==> src/rtl/encoder8_3_sync.sv <==
// Debounced 8-to-3 priority encoder: a request pattern must hold for STABLE_CNT
// sampling edges before its index is presented, held until acknowledged.
module encoder8_3_sync #(
    parameter int unsigned STABLE_CNT = 4
) (
    input  logic       sys_clk,
    input  logic       sys_rst,
    input  logic [7:0] in_code,
    input  logic       code_ack,
    output logic [2:0] out_code,
    output logic       out_valid,
    output logic       out_err
);

    localparam logic [1:0] IDLE     = 2'd0;
    localparam logic [1:0] FILTER   = 2'd1;
    localparam logic [1:0] VALID    = 2'd2;
    localparam logic [1:0] WAIT_REL = 2'd3;

    localparam logic [7:0] STABLE_TARGET = 8'(STABLE_CNT);

    logic [1:0] state;
    logic [7:0] snapshot;
    logic [7:0] cnt;
    logic [7:0] cnt_next;

    // Bit 7 has the highest priority, so the last set bit scanned wins.
    function automatic logic [2:0] hi_index(input logic [7:0] v);
        logic [2:0] idx;
        idx = 3'd0;
        for (int i = 0; i < 8; i++) begin
            if (v[i]) idx = 3'(i);
        end
        return idx;
    endfunction

    function automatic logic multi_bit(input logic [7:0] v);
        return (v & (v - 8'd1)) != 8'd0;
    endfunction

    assign cnt_next = (cnt == 8'hFF) ? cnt : cnt + 8'd1;

    // NOTE: all state here uses non-blocking assignments so every register
    // updates from the same pre-edge values, independent of statement order.
    always_ff @(posedge sys_clk) begin
        if (sys_rst) begin
            state     <= IDLE;
            snapshot  <= 8'd0;
            cnt       <= 8'd0;
            out_code  <= 3'd0;
            out_valid <= 1'b0;
            out_err   <= 1'b0;
        end else begin
            case (state)
                IDLE: begin
                    if (in_code != 8'd0) begin
                        snapshot <= in_code;
                        cnt      <= 8'd1;
                        if (STABLE_TARGET == 8'd1) begin
                            state     <= VALID;
                            out_code  <= hi_index(in_code);
                            out_err   <= multi_bit(in_code);
                            out_valid <= 1'b1;
                        end else begin
                            state <= FILTER;
                        end
                    end
                end

                FILTER: begin
                    if (in_code == 8'd0) begin
                        state <= IDLE;
                        cnt   <= 8'd0;
                    end else if (in_code != snapshot) begin
                        snapshot <= in_code;
                        cnt      <= 8'd1;
                    end else begin
                        cnt <= cnt_next;
                        if (cnt_next == STABLE_TARGET) begin
                            state     <= VALID;
                            out_code  <= hi_index(snapshot);
                            out_err   <= multi_bit(snapshot);
                            out_valid <= 1'b1;
                        end
                    end
                end

                VALID: begin
                    if (code_ack) begin
                        state     <= WAIT_REL;
                        out_valid <= 1'b0;
                    end
                end

                WAIT_REL: begin
                    // A held request must be released before it can be re-encoded.
                    if (in_code == 8'd0) begin
                        state <= IDLE;
                        cnt   <= 8'd0;
                    end
                end

                default: state <= IDLE;
            endcase
        end
    end

endmodule

==> config.mk <==
export PLATFORM = sky130hd
export DESIGN_NAME = encoder8_3_sync
export DESIGN_NICKNAME = d
export VERILOG_FILES = /design/src/rtl/encoder8_3_sync.sv
export SDC_FILE = /design/constraint.sdc
export NUM_CORES = 1
export LEC_CHECK = 0
export BUFFER_PORTS_ARGS = -buffer_cell sky130_fd_sc_hd__buf_2
export CAP_MARGIN = 20
export CORE_MARGIN = 5
export CORE_UTILIZATION = 36
export CTS_CLUSTER_SIZE = 24
export DETAILED_ROUTE_END_ITERATION = 10
export PLACE_DENSITY = 0.57
export SYNTH_ARGS = -nofsm -noshare
export SYNTH_HDL_FRONTEND = slang
export SYNTH_SLANG_ARGS = --single-unit
==> constraint.sdc <==
create_clock -name sys_clk -period 3.05 [get_ports sys_clk]
set_input_delay 0.305 -clock sys_clk [delete_from_list [all_inputs] [get_ports sys_clk]]
set_output_delay 0.305 -clock sys_clk [all_outputs]
set_load 0.03 [all_outputs]
Yosys cells after proc, flatten, opt, wreduce, memory -nomap -nowiden:

Cells that the tools add are included.

* flip-flop bits (word level): 23
* logic and storage cells: 67

* multiplexer cells: 29
* add/sub/neg operators: 2
* reduce and logical (&&, ||, !) cells: 12
* bitwise logic cells: 3
* equality and inequality tests: 15

Operators with widths (count)
* 8-bit 2-to-1 mux: 8
* 8-bit one-hot mux with 3 select lines: 1
* 3-bit 2-to-1 mux: 6
* 8-bit one-hot mux with 2 select lines: 1
* 8-bit nonzero test: 2
* 2-bit inequality test (second input constant): 7
* 2-bit 2-to-1 mux: 6
* 5-bit AND reduction: 2
* 8-bit by 1-bit adder with 8-bit output (second input constant): 1
* 8-bit AND: 1
* 8-bit by 3-bit == test with 1-bit output (second input constant): 1
* 8-bit == test (second input constant): 1
* 8-bit zero test: 1
* 8-bit inequality test: 1
* 2-bit one-hot mux with 4 select lines: 1
* 4-bit AND reduction: 2
* 8-bit by 1-bit subtractor with 8-bit output (second input constant): 1
* 3-bit inequality test (second input constant): 2
* 1-bit 2-to-1 mux: 5
* 2-bit == test (second input constant): 2
* 2-bit nonzero test: 2
* 3-bit AND reduction: 1
* 3-bit nonzero test: 1
* 2-bit by 1-bit == test with 1-bit output (second input constant): 1
* other kinds (3): 4

Depth between registers and ports, before layout:

* word-level depth: 7
* depth in mapped cells: 8
* mapped depth without buffers: 6

Worst setup path after synthesis:

OpenSTA, ideal clock, no wires.

* path kind: reg-to-reg
* start: register cnt[1]
* end: register out_code[0]
* data required time: 2.959 ns
* clock period less this slack: 1.899 ns
* arrival time: 1.808 ns
* slack: 1.151 ns
* buffers on the path: 2
* stages on the path, launching flop included: 9
* setup time: 0.091 ns
* cell sequence: dfxtp_1 > ha_1 > clkbuf_1 > nand3_1 > nor4_1 > o221a_2 > buf_4 > a21oi_1 > a311oi_1

* word-level cells in the longest chain between the ends: 4

RTL lines
* start, declared: line 24 `logic [7:0] cnt;`
* start signal, assigned: line 78 `cnt <= cnt_next;`
* 8-bit by 1-bit adder with 8-bit output / 8-bit == test (equally long branches): line 41 `assign cnt_next = (cnt == 8'hFF) ? cnt : cnt + 8'd1;`
* 8-bit 2-to-1 mux *: line 41
* 8-bit by 3-bit == test with 1-bit output *: line 79 `if (cnt_next == STABLE_TARGET) begin`
* 4-bit AND reduction (no source line) *
* end signal, assigned: line 61 `out_code <= hi_index(in_code);`
* end signal, assigned: line 81 `out_code <= hi_index(snapshot);`
* end, declared: line 10 `output logic [2:0] out_code,`

Mark *: on every way between the ends. The rest lies on a longest branch, timed or not.
A chain may end at the register's enable or synchronous reset.

Worst setup path after layout:

* start: register cnt[0]
* end: register out_code[2]

Same word-level chain as after synthesis.

==> summary.txt <==
Drt
  – Final WL: 3250 microns
  – First drt pass iteration count: 4
  – # DRC: 0
  – Avg Vias per Cell: 5.67
  – Final ANT Viol Nets: 0
  – Routed wire per std cell: 14.4 microns
  – DRT iter0 DRCs: 110
  – Via total after detailed routing: 1281

Yosys
  – Seq cells post-synth: 23
  – Post-synthesis net count: 180
  – Ys async rst share: 0%
  – Avg Cell Area, Syn: 8.80 sq um
  – EDFF count, synth: 0
  – Cell count after synthesis: 168
  – Post-synth top flop: dfxtp_1
  – Register area share after synthesis: 31.1%
  – Yosys warnings: 0
  – Synth unique cells: 50
  – Syn Std Cell Area: 1480 sq um

Floorplan
  – Total Die Area: 5490 sq um
  – IO Count: 16
  – Row count: 23
  – Die X-Extent: 74.1 microns
  – Starting density of the core: 37.0%
  – Die height: 74.1 microns
  – Core area: 4000 sq um

Setup path
  – CP Buf/Inv Count: 0
  – Crit path cell chain: ha_1 > nand3_1 > nor4_1 > o221a_2 > a21oi_1 > a311oi_1
  – Arrival time of the worst setup path: 2320 ps
  – CP Capture Type: flip-flop
  – Type of origin of the critical path: flip-flop
  – Worst EP required: 3220 ps
  – CP Max Fanout: 9
  – Setup Crit Path Kind: reg2reg
  – Top delay family on crit path: compound AO/OA/AOI/OAI gates
  – Crit-path max cell delay: 450 ps
  – Crit path max-delay cell type: dfxtp_1

Clocking
  – CTS max path bufs: 2
  – Worst-Skew Late Latency: 270 ps
  – Root buffer cell: clkbuf_8
  – TritonCTS clock tree: built
  – H-tree depth: 1
  – Worst-path clk slew: 90 ps
  – CTS buffer count: 3
  – Post_cts resized: 0
  – Post-CTS Setup Bufs: 0
  – Post-cts hold buffer count: 0
  – CTS Sinks: 23

Power
  – Sequential Power Share: 54.5%
  – Pwr Density: 377 nW/um^2
  – Clk network pwr share: 32.8%
  – Switching fraction of total power: 26.7%
  – VDD IR-drop max: 0.189 mV
  – P_int: 0.434 mW
  – Comb pwr share: 12.7%
  – Switching power: 0.158 mW
  – Power Total: 0.592 mW
  – Leakage: 0.541 nW

Placed design
  – DP Cell Count: 222
  – Pre-CTS setup slack: 849 ps
  – Hpwl dp: 2510 microns
  – Post-DP Area: 1530 sq um
  – IO Port Bufs: 15
  – Gp weighted congestion: 0.873

Final layout
  – Share of layout cells above drive strength 1: 19.9%
  – Area delta synth->final: 6.26%
  – Number of antenna diodes: 0
  – Final instance area: 1570 sq um
  – Fin util: 39.3%
  – Final non-filler cell total: 226
  – NumNets Final: 189

GRT
  – First-pass GRT wire length: 5640 microns
  – Total track usage: 12.9%
  – Largest net degree at the start of global routing: 25
  – Initial antenna violation count: 0
  – Number of global-route vias before repair: 1258
  – GRT overflow: 0

STA
  – Hold Fails Final Rpt: 0
  – Max Freq: 467 MHz
  – Worst rel slew slack: 52.8%
  – Fin Hold WS: 320 ps
  – Period Utilization, post-route: 70.3%
  – Setup Viol. Count Final: 0
  – Skew final: 8.39 ps
  – Fin crit period: 2140 ps
  – RSZ-0062 raised after global routing: no
  – Fin. max-slew vios: 0
  – Final setup margin: 907 ps
  – Setup TNS: 0 ps
  – Actual slew at the worst max-slew pin: 702 ps

Worst hold path
  – Worst Hold Class: in2reg

Status
  – Status: finished clean

Run
  – Maxcap violations: 0
flip-flops by register name, indices dropped and copies added (netlist names), named ones only:
register   cells
cnt            8
out_err        1
snapshot       8
out_valid      1
out_code       3
state          1
cell families (layout without fill, tap and decap cells):
kind of cell	Yosys count	in the layout	share of synthesized area, %
flip-flops	23	23	31.1
adder cells (fa/ha/maj)	1	1	0.846
AO/OA/AOI/OAI	45	45	21.7
buffers and inverters	16	24	7.44
AND/OR/NAND/NOR	65	65	23.9
multiplexers	9	9	6.18
XOR/XNOR	9	9	8.88
layer usage:
metal  wire [microns]  share of wire [%]  track usage (%)  up-vias
li1                 -                  -                -      643
met2             1580                 48             22.2       35
met5                0                  0                0        -
met3              130                4.0             2.30       11
met4               89                2.7             5.63        0
met1             1460                 45             15.8      592
power by group through the flow:
| stage | Combinational, mW | Sequential (mW) | Clock, mW |
|---|---|---|---|
| final | 0.0751 | 0.323 | 0.194 |
| after global routing | 0.0833 | 0.324 | 0.206 |
| after CTS | 0.0752 | 0.322 | 0.198 |
| after detailed placement | 0.0749 | 0.329 | 0 |
| after global placement | 0.0730 | 0.329 | 0 |
| after floorplan | 0.0653 | 0.321 | 0 |
Yosys cell counts (all sizes together), types with 3 or more instances:
master	n	area share, %
dfxtp	23	31
a21oi	19	6.4
nor2	17	4.3
nand2	11	2.8
buf	8	5.4
mux2i	8	5.4
xnor2	8	8.3
nand3	7	2.7
nor3	7	2.4
inv	5	1.3
nor4	5	2.5
a311oi	4	2.4
and3	4	1.7
o21ai	4	1.4
a22oi	3	1.5
clkbuf	3	0.76
nand4	3	1.7
o31ai	3	2.5
cells in the final DEF, fill, tap and decap left out, types with 2 or more instances in the layout:
master / synthesis / final
nand4_1: 2 / 2
and3_1: 4 / 4
nand3_1: 6 / 6
a21oi_1: 19 / 19
and2_1: 2 / 2
nor3_1: 7 / 7
buf_2: 1 / 15
dfxtp_1: 23 / 23
a2111oi_2: 2 / 2
a311oi_1: 4 / 4
or4_1: 2 / 2
nor2_1: 17 / 17
nor4_1: 4 / 4
o31ai_1: 2 / 2
nand2_1: 11 / 11
clkbuf_8: 0 / 3
o21ai_0: 4 / 4
xnor2_4: 2 / 2
xnor2_2: 2 / 2
xnor2_1: 4 / 4
inv_1: 4 / 4
mux2i_1: 8 / 8
a22oi_1: 3 / 3
cell type report:
| cell class | instances | area, sq um |
|---|---|---|
| clock inverter | 1 | 5.00 |
| timing repair buffer | 15 | 75.1 |
| sequential | 23 | 460 |
| tap | 50 | 62.6 |
| clock buffer | 3 | 41.3 |
| inverter | 5 | 18.8 |
| multi-input combinational | 129 | 908 |
| fill | 383 | 2430 |
tightest hold or removal path, stage by stage:
cell and delay (ps):
buf_2 110, mux2i_1 60, nor2_1 80
worst paths after layout:
path / startpoint / end / slack, ps / depth (start not counted)
hold reg to reg: out_valid / out_valid / 480 / 2
setup reg to reg: cnt[0] / out_code[2] / 910 / 6
hold / removal: in_code[0] / snapshot[0] / 320 / 3
setup / recovery: cnt[0] / out_code[2] / 910 / 6
(Power assumes the default switching activity.)
